### src/rtl/mem_wb_stage_if.sv
// mem_wb_stage_if: word-wide data-memory request/response handshake.
interface mem_wb_stage_if #(parameter int DPW = 32);
  logic dmem_valid, dmem_ready, dmem_we, dmem_rvalid;
  logic [DPW-1:0] dmem_addr, dmem_wdata, dmem_rdata;
  modport master (output dmem_valid, dmem_we, dmem_addr, dmem_wdata,
                  input  dmem_ready, dmem_rvalid, dmem_rdata);
  modport slave  (input  dmem_valid, dmem_we, dmem_addr, dmem_wdata,
                  output dmem_ready, dmem_rvalid, dmem_rdata);
endinterface

### src/rtl/mem_wb_stage.sv
// mem_wb_stage: rv32i M->W stage; runs word data-memory accesses and drives the W pipeline register.
module mem_wb_stage #(
  parameter int DPW = 32,
  parameter int TIMEOUT_CYCLES = 16
) (
  input  logic           clk,
  input  logic           rst,
  input  logic           regwriteM,
  input  logic           resultsrcM,
  input  logic           memwriteM,
  input  logic [DPW-1:0] aluresultM,
  input  logic [DPW-1:0] Rd2M,
  input  logic [4:0]     RdM,
  output logic           stallM,
  mem_wb_stage_if.master dmem,
  output logic           regwriteW,
  output logic [4:0]     RdW,
  output logic [DPW-1:0] resultW,
  output logic           dmem_err
);
  typedef enum logic [1:0] {IDLE, REQ, RSP} state_t;
  localparam logic [7:0] CNT_LAST = 8'(TIMEOUT_CYCLES - 1);
  state_t         r_state, w_next;
  logic [7:0]     r_cnt;
  logic [DPW-1:0] r_addr, r_wdata, r_result_w;
  logic [4:0]     r_rd, r_rd_w;
  logic           r_we, r_rw, r_regwrite_w, r_err;
  logic           w_memop, w_misal, w_issue, w_alu, w_load_done, w_done, w_tmo;
  assign w_memop     = memwriteM | resultsrcM;
  assign w_misal     = w_memop & (aluresultM[1:0] != 2'b00);
  assign w_issue     = (r_state == IDLE) & w_memop & ~w_misal;
  assign w_alu       = (r_state == IDLE) & ~w_memop;
  assign w_load_done = (r_state == RSP) & dmem.dmem_rvalid;
  always_comb begin
    w_done = ((r_state == REQ) & dmem.dmem_ready & r_we) | w_load_done;
    w_tmo  = (r_state != IDLE) & ~w_done & (r_cnt == CNT_LAST);
    w_next = (w_done | w_tmo) ? IDLE :
             w_issue ? REQ :
             ((r_state == REQ) & dmem.dmem_ready) ? RSP : r_state;
    // stall exactly while the access is still in flight after this edge
    stallM = ~rst & (w_next != IDLE);
  end
  always_ff @(posedge clk or posedge rst) begin
    if (rst) begin
      r_state      <= IDLE;
      r_cnt        <= '0;
      r_addr       <= '0;
      r_wdata      <= '0;
      r_we         <= 1'b0;
      r_rd         <= '0;
      r_rw         <= 1'b0;
      r_regwrite_w <= 1'b0;
      r_rd_w       <= '0;
      r_result_w   <= '0;
      r_err        <= 1'b0;
    end else begin
      r_state      <= w_next;
      r_cnt        <= (r_state == IDLE) ? 8'd0 : r_cnt + 8'd1;
      r_err        <= ((r_state == IDLE) & w_misal) | w_tmo;
      r_regwrite_w <= w_alu ? regwriteM : w_load_done ? r_rw : 1'b0;
      if (w_issue) begin
        r_addr  <= aluresultM;
        r_wdata <= Rd2M;
        r_we    <= memwriteM;
        r_rd    <= RdM;
        r_rw    <= regwriteM;
      end
      if (w_alu) begin
        r_rd_w     <= RdM;
        r_result_w <= aluresultM;
      end else if (w_load_done) begin
        r_rd_w     <= r_rd;
        r_result_w <= dmem.dmem_rdata;
      end
    end
  end
  assign dmem.dmem_valid = (r_state == REQ);
  assign dmem.dmem_we    = r_we;
  assign dmem.dmem_addr  = r_addr;
  assign dmem.dmem_wdata = r_wdata;
  assign regwriteW       = r_regwrite_w;
  assign RdW             = r_rd_w;
  assign resultW         = r_result_w;
  assign dmem_err        = r_err;
endmodule

### src/flat_wrapper.sv
// flat-port wrapper written by rule: the top's interface ports become plain ports
module mem_wb_stage_flat 
#(
  parameter int DPW = 32,
  parameter int TIMEOUT_CYCLES = 16
)
  (clk, rst, regwriteM, resultsrcM, memwriteM, aluresultM, Rd2M, RdM, stallM, regwriteW, RdW, resultW, dmem_err, dmem_dmem_valid, dmem_dmem_we, dmem_dmem_addr, dmem_dmem_wdata, dmem_dmem_ready, dmem_dmem_rvalid, dmem_dmem_rdata);
  mem_wb_stage_if #(.DPW(DPW)) dmem_i ();
  input  logic clk;
  input  logic rst;
  input  logic regwriteM;
  input  logic resultsrcM;
  input  logic memwriteM;
  input  logic [DPW-1:0] aluresultM;
  input  logic [DPW-1:0] Rd2M;
  input  logic [4:0] RdM;
  output logic stallM;
  output logic regwriteW;
  output logic [4:0] RdW;
  output logic [DPW-1:0] resultW;
  output logic dmem_err;
  output wire logic [$bits(dmem_i.dmem_valid)-1:0] dmem_dmem_valid;
  output wire logic [$bits(dmem_i.dmem_we)-1:0] dmem_dmem_we;
  output wire logic [$bits(dmem_i.dmem_addr)-1:0] dmem_dmem_addr;
  output wire logic [$bits(dmem_i.dmem_wdata)-1:0] dmem_dmem_wdata;
  input wire logic [$bits(dmem_i.dmem_ready)-1:0] dmem_dmem_ready;
  input wire logic [$bits(dmem_i.dmem_rvalid)-1:0] dmem_dmem_rvalid;
  input wire logic [$bits(dmem_i.dmem_rdata)-1:0] dmem_dmem_rdata;
  assign dmem_dmem_valid = dmem_i.dmem_valid;
  assign dmem_dmem_we = dmem_i.dmem_we;
  assign dmem_dmem_addr = dmem_i.dmem_addr;
  assign dmem_dmem_wdata = dmem_i.dmem_wdata;
  assign dmem_i.dmem_ready = dmem_dmem_ready;
  assign dmem_i.dmem_rvalid = dmem_dmem_rvalid;
  assign dmem_i.dmem_rdata = dmem_dmem_rdata;
  mem_wb_stage #(.DPW(DPW), .TIMEOUT_CYCLES(TIMEOUT_CYCLES)) u_core (.clk(clk), .rst(rst), .regwriteM(regwriteM), .resultsrcM(resultsrcM), .memwriteM(memwriteM), .aluresultM(aluresultM), .Rd2M(Rd2M), .RdM(RdM), .stallM(stallM), .dmem(dmem_i), .regwriteW(regwriteW), .RdW(RdW), .resultW(resultW), .dmem_err(dmem_err));
endmodule
### config.mk
export PLATFORM = sky130hd
export DESIGN_NAME = mem_wb_stage_flat
export DESIGN_NICKNAME = d
export VERILOG_FILES = /design/src/rtl/mem_wb_stage_if.sv /design/src/rtl/mem_wb_stage.sv /design/src/flat_wrapper.sv
export SDC_FILE = /design/constraint.sdc
export NUM_CORES = 1
export LEC_CHECK = 0
export CAP_MARGIN = 40
export CORE_ASPECT_RATIO = 1.5
export CORE_UTILIZATION = 42
export DETAILED_ROUTE_END_ITERATION = 8
export GPL_ROUTABILITY_DRIVEN = 1
export PLACE_DENSITY = 0.8
export SLEW_MARGIN = 20
export SYNTH_ARGS = -nofsm -noshare
export SYNTH_HDL_FRONTEND = slang
export SYNTH_SLANG_ARGS = --single-unit
### constraint.sdc
create_clock -name clk -period 5.1 [get_ports clk]
set_input_delay 1.53 -clock clk [delete_from_list [all_inputs] [get_ports clk]]
set_output_delay 1.53 -clock clk [all_outputs]
set_load 0.005 [all_outputs]
==> flow_results.xml, run 1 <==
<?xml version="1.0" encoding="UTF-8"?>
<metrics>
  <group name="floorplan">
    <metric name="die_area" unit="um^2">11900</metric>
    <metric name="core_region_area" unit="um^2">11100</metric>
    <metric name="initial_utilization" unit="">0.434</metric>
    <metric name="die_outline_width" unit="um">89.5</metric>
    <metric name="placementRows" unit="">47</metric>
    <metric name="floorplan.io_pins" unit="">214</metric>
    <metric name="die_h" unit="um">133</metric>
  </group>
  <group name="clocking">
    <metric name="post-cts-setup-buffer-count" unit="">0</metric>
    <metric name="tritoncts.num_buffers" unit="">17</metric>
    <metric name="clkTransAtPathRegs" unit="ns">0.05</metric>
    <metric name="tritoncts_num_sinks" unit="">120</metric>
    <metric name="tritoncts" unit="">built</metric>
    <metric name="clock_tree.root_cell" unit="">sky130_fd_sc_hd__clkbuf_16</metric>
    <metric name="cts-resized-gates" unit="">0</metric>
    <metric name="clock_latency" unit="ns">0.40</metric>
    <metric name="clock_tree.buffer_depth" unit="">2</metric>
    <metric name="hold_buffers" unit="">0</metric>
    <metric name="cts_h_tree_depth" unit="">4</metric>
  </group>
  <group name="yosys">
    <metric name="mappedNetlistArea" unit="um^2">4830</metric>
    <metric name="post_synth_inst_count" unit="">333</metric>
    <metric name="synth_area_leader_cell" unit="">sky130_fd_sc_hd__dfrtp_1</metric>
    <metric name="yosysUniqueCellTypes" unit="">32</metric>
    <metric name="avgSynthCellArea" unit="um^2">14.5</metric>
    <metric name="async_reset_ff_frac" unit="">1.00</metric>
    <metric name="synth_warnings" unit="">0</metric>
    <metric name="synth_ff_type" unit="">sky130_fd_sc_hd__dfrtp_1</metric>
    <metric name="netlist.area_leader.share" unit="">0.622</metric>
    <metric name="netlist_top_cells_count" unit="">120 x sky130_fd_sc_hd__dfrtp_1, 68 x sky130_fd_sc_hd__mux2_1, 39 x sky130_fd_sc_hd__a22o_1, 37 x sky130_fd_sc_hd__a21o_1, 10 x sky130_fd_sc_hd__buf_2</metric>
    <metric name="synth_fp_nets" unit="">442</metric>
    <metric name="yosysMostFrequentCell" unit="">sky130_fd_sc_hd__dfrtp_1</metric>
    <metric name="ys_seq_area_frac" unit="">0.622</metric>
    <metric name="ys_seq_elements" unit="">120</metric>
    <metric name="synth.area.top_cells" unit="">sky130_fd_sc_hd__dfrtp_1 62%, sky130_fd_sc_hd__mux2_1 16%, sky130_fd_sc_hd__a22o_1 7.1%</metric>
    <metric name="synth_enable_flop_cells" unit="">0</metric>
  </group>
  <group name="worst_setup_path">
    <metric name="timing.critical_path.slowest_stage_cell" unit="">sky130_fd_sc_hd__clkdlybuf4s50_1</metric>
    <metric name="crit_chain" unit="">clkdlybuf4s50_1 &gt; nor4_2 &gt; o21ai_2 &gt; a2111oi_2 &gt; clkdlybuf4s50_1</metric>
    <metric name="crit-reg2reg-capture" unit="">u_core.dmem.dmem_addr[28]</metric>
    <metric name="critical_path.startpoint" unit="">aluresultM[0]</metric>
    <metric name="timing.critical_path.arrival" unit="ns">3.42</metric>
    <metric name="worst-path-max-fanout" unit="">3</metric>
    <metric name="worst-endpoint-required" unit="ns">3.57</metric>
    <metric name="r2r_setup_slack" unit="ns">2.81</metric>
    <metric name="worstRegToRegCells" unit="">5</metric>
    <metric name="timing.critical_path.mode_cell" unit="">sky130_fd_sc_hd__clkdlybuf4s50_1</metric>
    <metric name="worst_path_largest_cell_delay" unit="ns">0.56</metric>
    <metric name="criticalPathCategory" unit="">in2out</metric>
    <metric name="crit_path_end_kind" unit="">output port</metric>
    <metric name="r2r_start" unit="">u_core.r_state[1]</metric>
    <metric name="critical_path.startpoint_type" unit="">input port</metric>
  </group>
  <group name="power_and_ir_drop">
    <metric name="peakVddDrop" unit="mV">0.387</metric>
    <metric name="power.share.switching" unit="">0.267</metric>
    <metric name="pwr-share-comb" unit="">0.365</metric>
    <metric name="power.total" unit="mW">4.75</metric>
    <metric name="total_leakage_power" unit="nW">3.51</metric>
    <metric name="power.share.sequential" unit="">0.346</metric>
    <metric name="switching_power" unit="mW">1.27</metric>
    <metric name="power.density_cell_area" unit="nW/um^2">606</metric>
    <metric name="clock_power_share" unit="">0.290</metric>
    <metric name="internal-power" unit="mW">3.48</metric>
  </group>
  <group name="routing">
    <metric name="vias_per_cell" unit="">5.26</metric>
    <metric name="route.vias.total" unit="">3753</metric>
    <metric name="avgRoutedWirePerCell" unit="um">18.6</metric>
    <metric name="antenna_left" unit="">0</metric>
    <metric name="first_iter_violations" unit="">124</metric>
    <metric name="routed_wirelength" unit="mm">13.3</metric>
    <metric name="post-route-drc-count" unit="">0</metric>
    <metric name="detailedRoute.firstPassIterationCount" unit="">5</metric>
  </group>
  <group name="global_route">
    <metric name="initial_antenna_violation_count" unit="">0</metric>
    <metric name="maximum_number_of_pins_on_one_net_before_global_route_repair" unit="">53</metric>
    <metric name="via_count_of_the_first_global_routing_pass" unit="">4167</metric>
    <metric name="global_route_usage_sum" unit="">0.237</metric>
    <metric name="wire_length_of_the_first_global_routing_pass" unit="mm">21.0</metric>
    <metric name="global_route.overflow_total" unit="">0</metric>
  </group>
  <group name="cells_and_area">
    <metric name="fillerInstances" unit="">751</metric>
    <metric name="nNetsFinal" unit="">663</metric>
    <metric name="antenna_cells_inserted" unit="">0</metric>
    <metric name="layout-drive-gt1-share" unit="">0.0864</metric>
    <metric name="area_delta_synth_final" unit="%">62.3</metric>
  </group>
  <group name="sta">
    <metric name="timing_worst_slew_pin_value" unit="ns">0.745</metric>
    <metric name="timing.final.hold_violations" unit="">0</metric>
    <metric name="final_period_minus_worst_setup_slack" unit="ns">4.95</metric>
    <metric name="max-slew-margin-rel" unit="">0.503</metric>
    <metric name="crit_share_post_route" unit="">0.971</metric>
    <metric name="rsz0062_at_grt" unit="">false</metric>
    <metric name="totalNegativeSetupSlack" unit="ns">0</metric>
    <metric name="final_max_slew_viol_count" unit="">0</metric>
    <metric name="finalClockSkew" unit="ns">0.00678</metric>
    <metric name="finalHoldWorstSlack" unit="ns">0.464</metric>
    <metric name="setup_viol_count_final" unit="">0</metric>
    <metric name="max_freq" unit="MHz">202</metric>
  </group>
  <group name="hold_path">
    <metric name="worstHoldPathType" unit="">reg2reg</metric>
    <metric name="worstHoldPathCells" unit="">1</metric>
    <metric name="holdCritStartpoint" unit="">u_core.r_cnt[0]</metric>
    <metric name="min_delay_worst_endpoint" unit="">u_core.r_cnt[0]</metric>
  </group>
  <group name="placed_design">
    <metric name="half_perimeter_wire_length_after_detailed_placement" unit="mm">9.21</metric>
    <metric name="io_buffer_count" unit="">213</metric>
    <metric name="gp_weighted_congestion" unit="">0.773</metric>
  </group>
  <group name="run">
    <metric name="max_cap_violations" unit="">0</metric>
  </group>
  <group name="outcome">
    <metric name="run_status" unit="">finished clean</metric>
  </group>
</metrics>
==> flip-flops by register name, summed over array words and instances (netlist names) <==
name,flops
u_core.r_cnt,8
u_core.dmem_err,1
u_core.dmem.dmem_we,1
u_core.r_rd,5
u_core.RdW,5
u_core.resultW,32
u_core.dmem.dmem_wdata,32
u_core.r_rw,1
u_core.dmem.dmem_addr,32
u_core.r_state,2
u_core.regwriteW,1
==> logic make-up after synthesis <==
group                    after synthesis  synth area share
adder cells (fa/ha/maj)                1           0.00259
XOR/XNOR                               3           0.00544
multiplexers                          68             0.159
buffers and inverters                 23            0.0301
AND/OR/NAND/NOR                       27            0.0326
flip-flops                           120             0.622
AO/OA/AOI/OAI                         91             0.149
==> power groups by stage <==
stage	Sequential, mW	Combinational (mW)	Clock [mW]
after global routing	1.70	1.87	1.44
final	1.64	1.73	1.38
after global placement	1.62	1.67	0
after floorplan	1.66	0.592	0
after detailed placement	1.65	1.74	0
after CTS	1.64	1.76	1.40
==> worst max path at each step <==
stage / endpoint / cells past startpoint
CTS: stallM / 5
global route: stallM / 5
global placement: stallM / 5
floorplan: u_core.RdW[0] / 1
detailed placement: stallM / 5
finish: stallM / 5
==> per-layer routing <==
| layer | GRT usage | part of all wire | routed length (um) |
|---|---|---|---|
| met1 | 0.254 | 0.36 | 4850 |
| met2 | 0.417 | 0.54 | 7220 |
| met3 | 0.0675 | 0.058 | 774 |
| met4 | 0.111 | 0.034 | 449 |
| met5 | 0 | 0 | 0 |
==> metrics by stage <==
step / utilization / worst slack (ns) / cell area [um^2] / cells
floorplan: - / 0.384 / 4830 / 333
global placement: 0.639 / 0.216 / 7100 / 680
detailed placement: 0.643 / 0.165 / 7150 / 682
CTS: 0.705 / 0.138 / 7840 / 714
global route: 0.705 / 0.0856 / 7840 / 714
finish: 0.705 / 0.148 / 7840 / 714
==> cells in the final DEF, fill, tap and decap left out, drive strengths merged <==
master         synthesis  layout
a2111oi                1       1
a211oi                 1       1
a21o                  37      37
a21oi                  4       4
a22o                  39      39
and2                   2       2
and3b                  1       1
buf                   16      10
bufinv                 0       6
clkbuf                 5      21
clkdlybuf4s50          0     213
clkinv                 0       3
clkinvlp               0       2
dfrtp                120     120
ha                     1       1
inv                    2       2
mux2                  68      68
nand2                  4       4
nand3                  3       3
nor2                   6       6
nor2b                  2       2
nor3                   2       2
nor4                   2       2
o21a                   1       1
o21ai                  5       5
o21bai                 1       1
o221ai                 1       1
o31ai                  1       1
or3                    3       3
or4                    2       2
xnor2                  1       1
xor2                   2       2
==> worst max-delay path: cells and delay by family <==
family,cells,cell delay [ns]
buffers and inverters,2,1.03
AO/OA/AOI/OAI,2,0.49
AND/OR/NAND/NOR,1,0.37
==> layout make-up <==
cell class                 count  area (um^2)  area share
inverter                       2         10.0     0.00128
clock buffer                  21          470      0.0600
clock inverter                11          218      0.0278
sequential                   120         3000       0.383
tap                          147          184      0.0235
multi-input combinational    190         1700       0.217
timing repair buffer         223         2250       0.287
No activity file was read; power rests on OpenSTA's default activity.
==> run 2, diff against run 1 <==
CORE_UTILIZATION = 40   (was 42)
PLACE_DENSITY = 0.77   (was 0.8)
==> run 2 against run 1 <==
Against the previous run: core utilization down 4.4 points; clock skew barely moved; clock-buffer cell count is 2 higher; critical path type unchanged; highest routed layer unchanged.
==> flow_results.xml, run 2 (synthesis results as in run 1) <==
<?xml version="1.0" encoding="UTF-8"?>
<metrics>
  <group name="outcome">
    <metric name="run_status" unit="">finished clean</metric>
  </group>
  <group name="floorplan">
    <metric name="floorplan.io_pins" unit="">214</metric>
    <metric name="core_region_area" unit="um^2">11700</metric>
    <metric name="die_h" unit="um">137</metric>
    <metric name="die_outline_width" unit="um">91.7</metric>
    <metric name="die_area" unit="um^2">12500</metric>
    <metric name="placementRows" unit="">48</metric>
    <metric name="initial_utilization" unit="">0.414</metric>
  </group>
  <group name="routing">
    <metric name="post-route-drc-count" unit="">0</metric>
    <metric name="routed_wirelength" unit="mm">13.3</metric>
    <metric name="antenna_left" unit="">0</metric>
    <metric name="vias_per_cell" unit="">5.10</metric>
    <metric name="detailedRoute.firstPassIterationCount" unit="">4</metric>
    <metric name="route.vias.total" unit="">3655</metric>
    <metric name="avgRoutedWirePerCell" unit="um">18.5</metric>
    <metric name="first_iter_violations" unit="">139</metric>
  </group>
  <group name="power_and_ir_drop">
    <metric name="power.density_cell_area" unit="nW/um^2">578</metric>
    <metric name="peakVddDrop" unit="mV">0.285</metric>
    <metric name="power.total" unit="mW">4.45</metric>
    <metric name="total_leakage_power" unit="nW">3.45</metric>
  </group>
  <group name="global_route">
    <metric name="wire_length_of_the_first_global_routing_pass" unit="mm">20.5</metric>
    <metric name="maximum_number_of_pins_on_one_net_before_global_route_repair" unit="">58</metric>
    <metric name="global_route_usage_sum" unit="">0.219</metric>
    <metric name="initial_antenna_violation_count" unit="">0</metric>
    <metric name="global_route.overflow_total" unit="">0</metric>
    <metric name="via_count_of_the_first_global_routing_pass" unit="">3934</metric>
  </group>
  <group name="cells_and_area">
    <metric name="area_delta_synth_final" unit="%">59.6</metric>
    <metric name="layout_commonest_cell" unit="">sky130_fd_sc_hd__clkdlybuf4s50_1</metric>
    <metric name="layout.cell_area.non_filler" unit="um^2">7710</metric>
    <metric name="layout-drive-gt1-share" unit="">0.0829</metric>
    <metric name="most-common-layout-cells" unit="">213 x sky130_fd_sc_hd__clkdlybuf4s50_1, 120 x sky130_fd_sc_hd__dfrtp_1, 68 x sky130_fd_sc_hd__mux2_1, 39 x sky130_fd_sc_hd__a22o_1, 37 x sky130_fd_sc_hd__a21o_1</metric>
    <metric name="antenna_cells_inserted" unit="">0</metric>
    <metric name="nNetsFinal" unit="">664</metric>
    <metric name="post_layout_nonfiller_instances" unit="">717</metric>
  </group>
  <group name="clocking">
    <metric name="tritoncts.num_buffers" unit="">17</metric>
    <metric name="cts-resized-gates" unit="">0</metric>
    <metric name="clock_tree.buffer_depth" unit="">2</metric>
    <metric name="hold_buffers" unit="">0</metric>
    <metric name="clock_tree.root_cell" unit="">sky130_fd_sc_hd__clkbuf_16</metric>
    <metric name="tritoncts_num_sinks" unit="">120</metric>
    <metric name="cts_h_tree_depth" unit="">4</metric>
    <metric name="clock_latency" unit="ns">0.40</metric>
    <metric name="clkTransAtPathRegs" unit="ns">0.05</metric>
    <metric name="tritoncts" unit="">built</metric>
    <metric name="post-cts-setup-buffer-count" unit="">0</metric>
  </group>
  <group name="sta">
    <metric name="max_freq" unit="MHz">202</metric>
    <metric name="totalNegativeSetupSlack" unit="ns">0</metric>
    <metric name="post-route-worst-setup-slack" unit="ns">0.156</metric>
    <metric name="setup_viol_count_final" unit="">0</metric>
    <metric name="timing_worst_slew_pin_value" unit="ns">0.751</metric>
    <metric name="final_period_minus_worst_setup_slack" unit="ns">4.94</metric>
    <metric name="final_max_slew_viol_count" unit="">0</metric>
    <metric name="crit_share_post_route" unit="">0.969</metric>
    <metric name="rsz0062_at_grt" unit="">false</metric>
    <metric name="max-slew-margin-rel" unit="">0.499</metric>
    <metric name="finalClockSkew" unit="ns">0.00688</metric>
    <metric name="timing.final.hold_violations" unit="">0</metric>
  </group>
  <group name="hold_path">
    <metric name="worstHoldPathType" unit="">reg2reg</metric>
  </group>
  <group name="placed_design">
    <metric name="io_buffer_count" unit="">213</metric>
    <metric name="pre_cts_ws" unit="ns">0.146</metric>
    <metric name="half_perimeter_wire_length_after_detailed_placement" unit="mm">9.59</metric>
    <metric name="gp_weighted_congestion" unit="">0.758</metric>
    <metric name="detailed_place.area" unit="um^2">7160</metric>
    <metric name="placedCellCount" unit="">686</metric>
  </group>
  <group name="worst_setup_path">
    <metric name="criticalPathCategory" unit="">in2out</metric>
    <metric name="crit_path_end_kind" unit="">output port</metric>
    <metric name="timing.critical_path.arrival" unit="ns">3.41</metric>
    <metric name="worst-path-max-fanout" unit="">3</metric>
    <metric name="critical_path.startpoint_type" unit="">input port</metric>
    <metric name="worst-endpoint-required" unit="ns">3.57</metric>
  </group>
  <group name="run">
    <metric name="max_cap_violations" unit="">0</metric>
  </group>
</metrics>
run 2: cell count changes in the layout (fill, tap and decap cells not counted), sizes merged:
cell	delta
clkinvlp	+1
buf	+1
clkinv	+1
clkbuf	+2
bufinv	-5
run 2: metrics by stage:
step	hold WS, ns	util
3_3_place_gp	0.444	0.609
4_1_cts	0.476	0.661
3_5_place_dp	0.464	0.614
5_1_grt	0.481	0.661
6_report	0.471	0.661
2_1_floorplan	0.433	-
run 2: per-layer routing:
metal  wire (um)  vias to the layer above  GRT usage
met1        4940                     1837      0.238
met5           0                        -          0
met3         618                       21     0.0494
met4         308                        0     0.0911
met2        7400                      125      0.407
li1            -                     1672          -
run 2: power by group:
group	internal [mW]	switching [mW]
sequential	1.40	0.240
combinational	1.12	0.594
clock	0.701	0.398
run 2: worst max-delay path: stages:
cell and delay (ns):
sky130_fd_sc_hd__clkdlybuf4s50_1 0.47, sky130_fd_sc_hd__nor4_2 0.37, sky130_fd_sc_hd__o21ai_2 0.12, sky130_fd_sc_hd__a2111oi_2 0.37, sky130_fd_sc_hd__clkdlybuf4s50_1 0.56
run 2: path summary, 6_finish.rpt:
| path | startpoint | endpoint | slack, ns | depth (start not counted) |
|---|---|---|---|---|
| max reg2reg | u_core.r_state[1] | u_core.dmem.dmem_wdata[4] | 2.84 | 5 |
| min in group asynchronous | rst | u_core.r_state[0] | 1.49 | 2 |
| max | aluresultM[0] | stallM | 0.16 | 5 |
| max in group asynchronous | rst | u_core.dmem.dmem_wdata[13] | 2.60 | 4 |
| min reg2reg | u_core.RdW[1] | u_core.RdW[1] | 0.47 | 1 |
| min | u_core.RdW[1] | u_core.RdW[1] | 0.47 | 1 |
run 2: layout make-up:
class / instances / area, um^2
Clock buffer: 23 / 478
Clock inverter: 8 / 72.6
Fill cell: 876 / 3950
Inverter: 2 / 10.0
Multi-Input combinational cell: 190 / 1700
Sequential cell: 120 / 3000
Tap cell: 150 / 188
Timing Repair Buffer: 224 / 2250
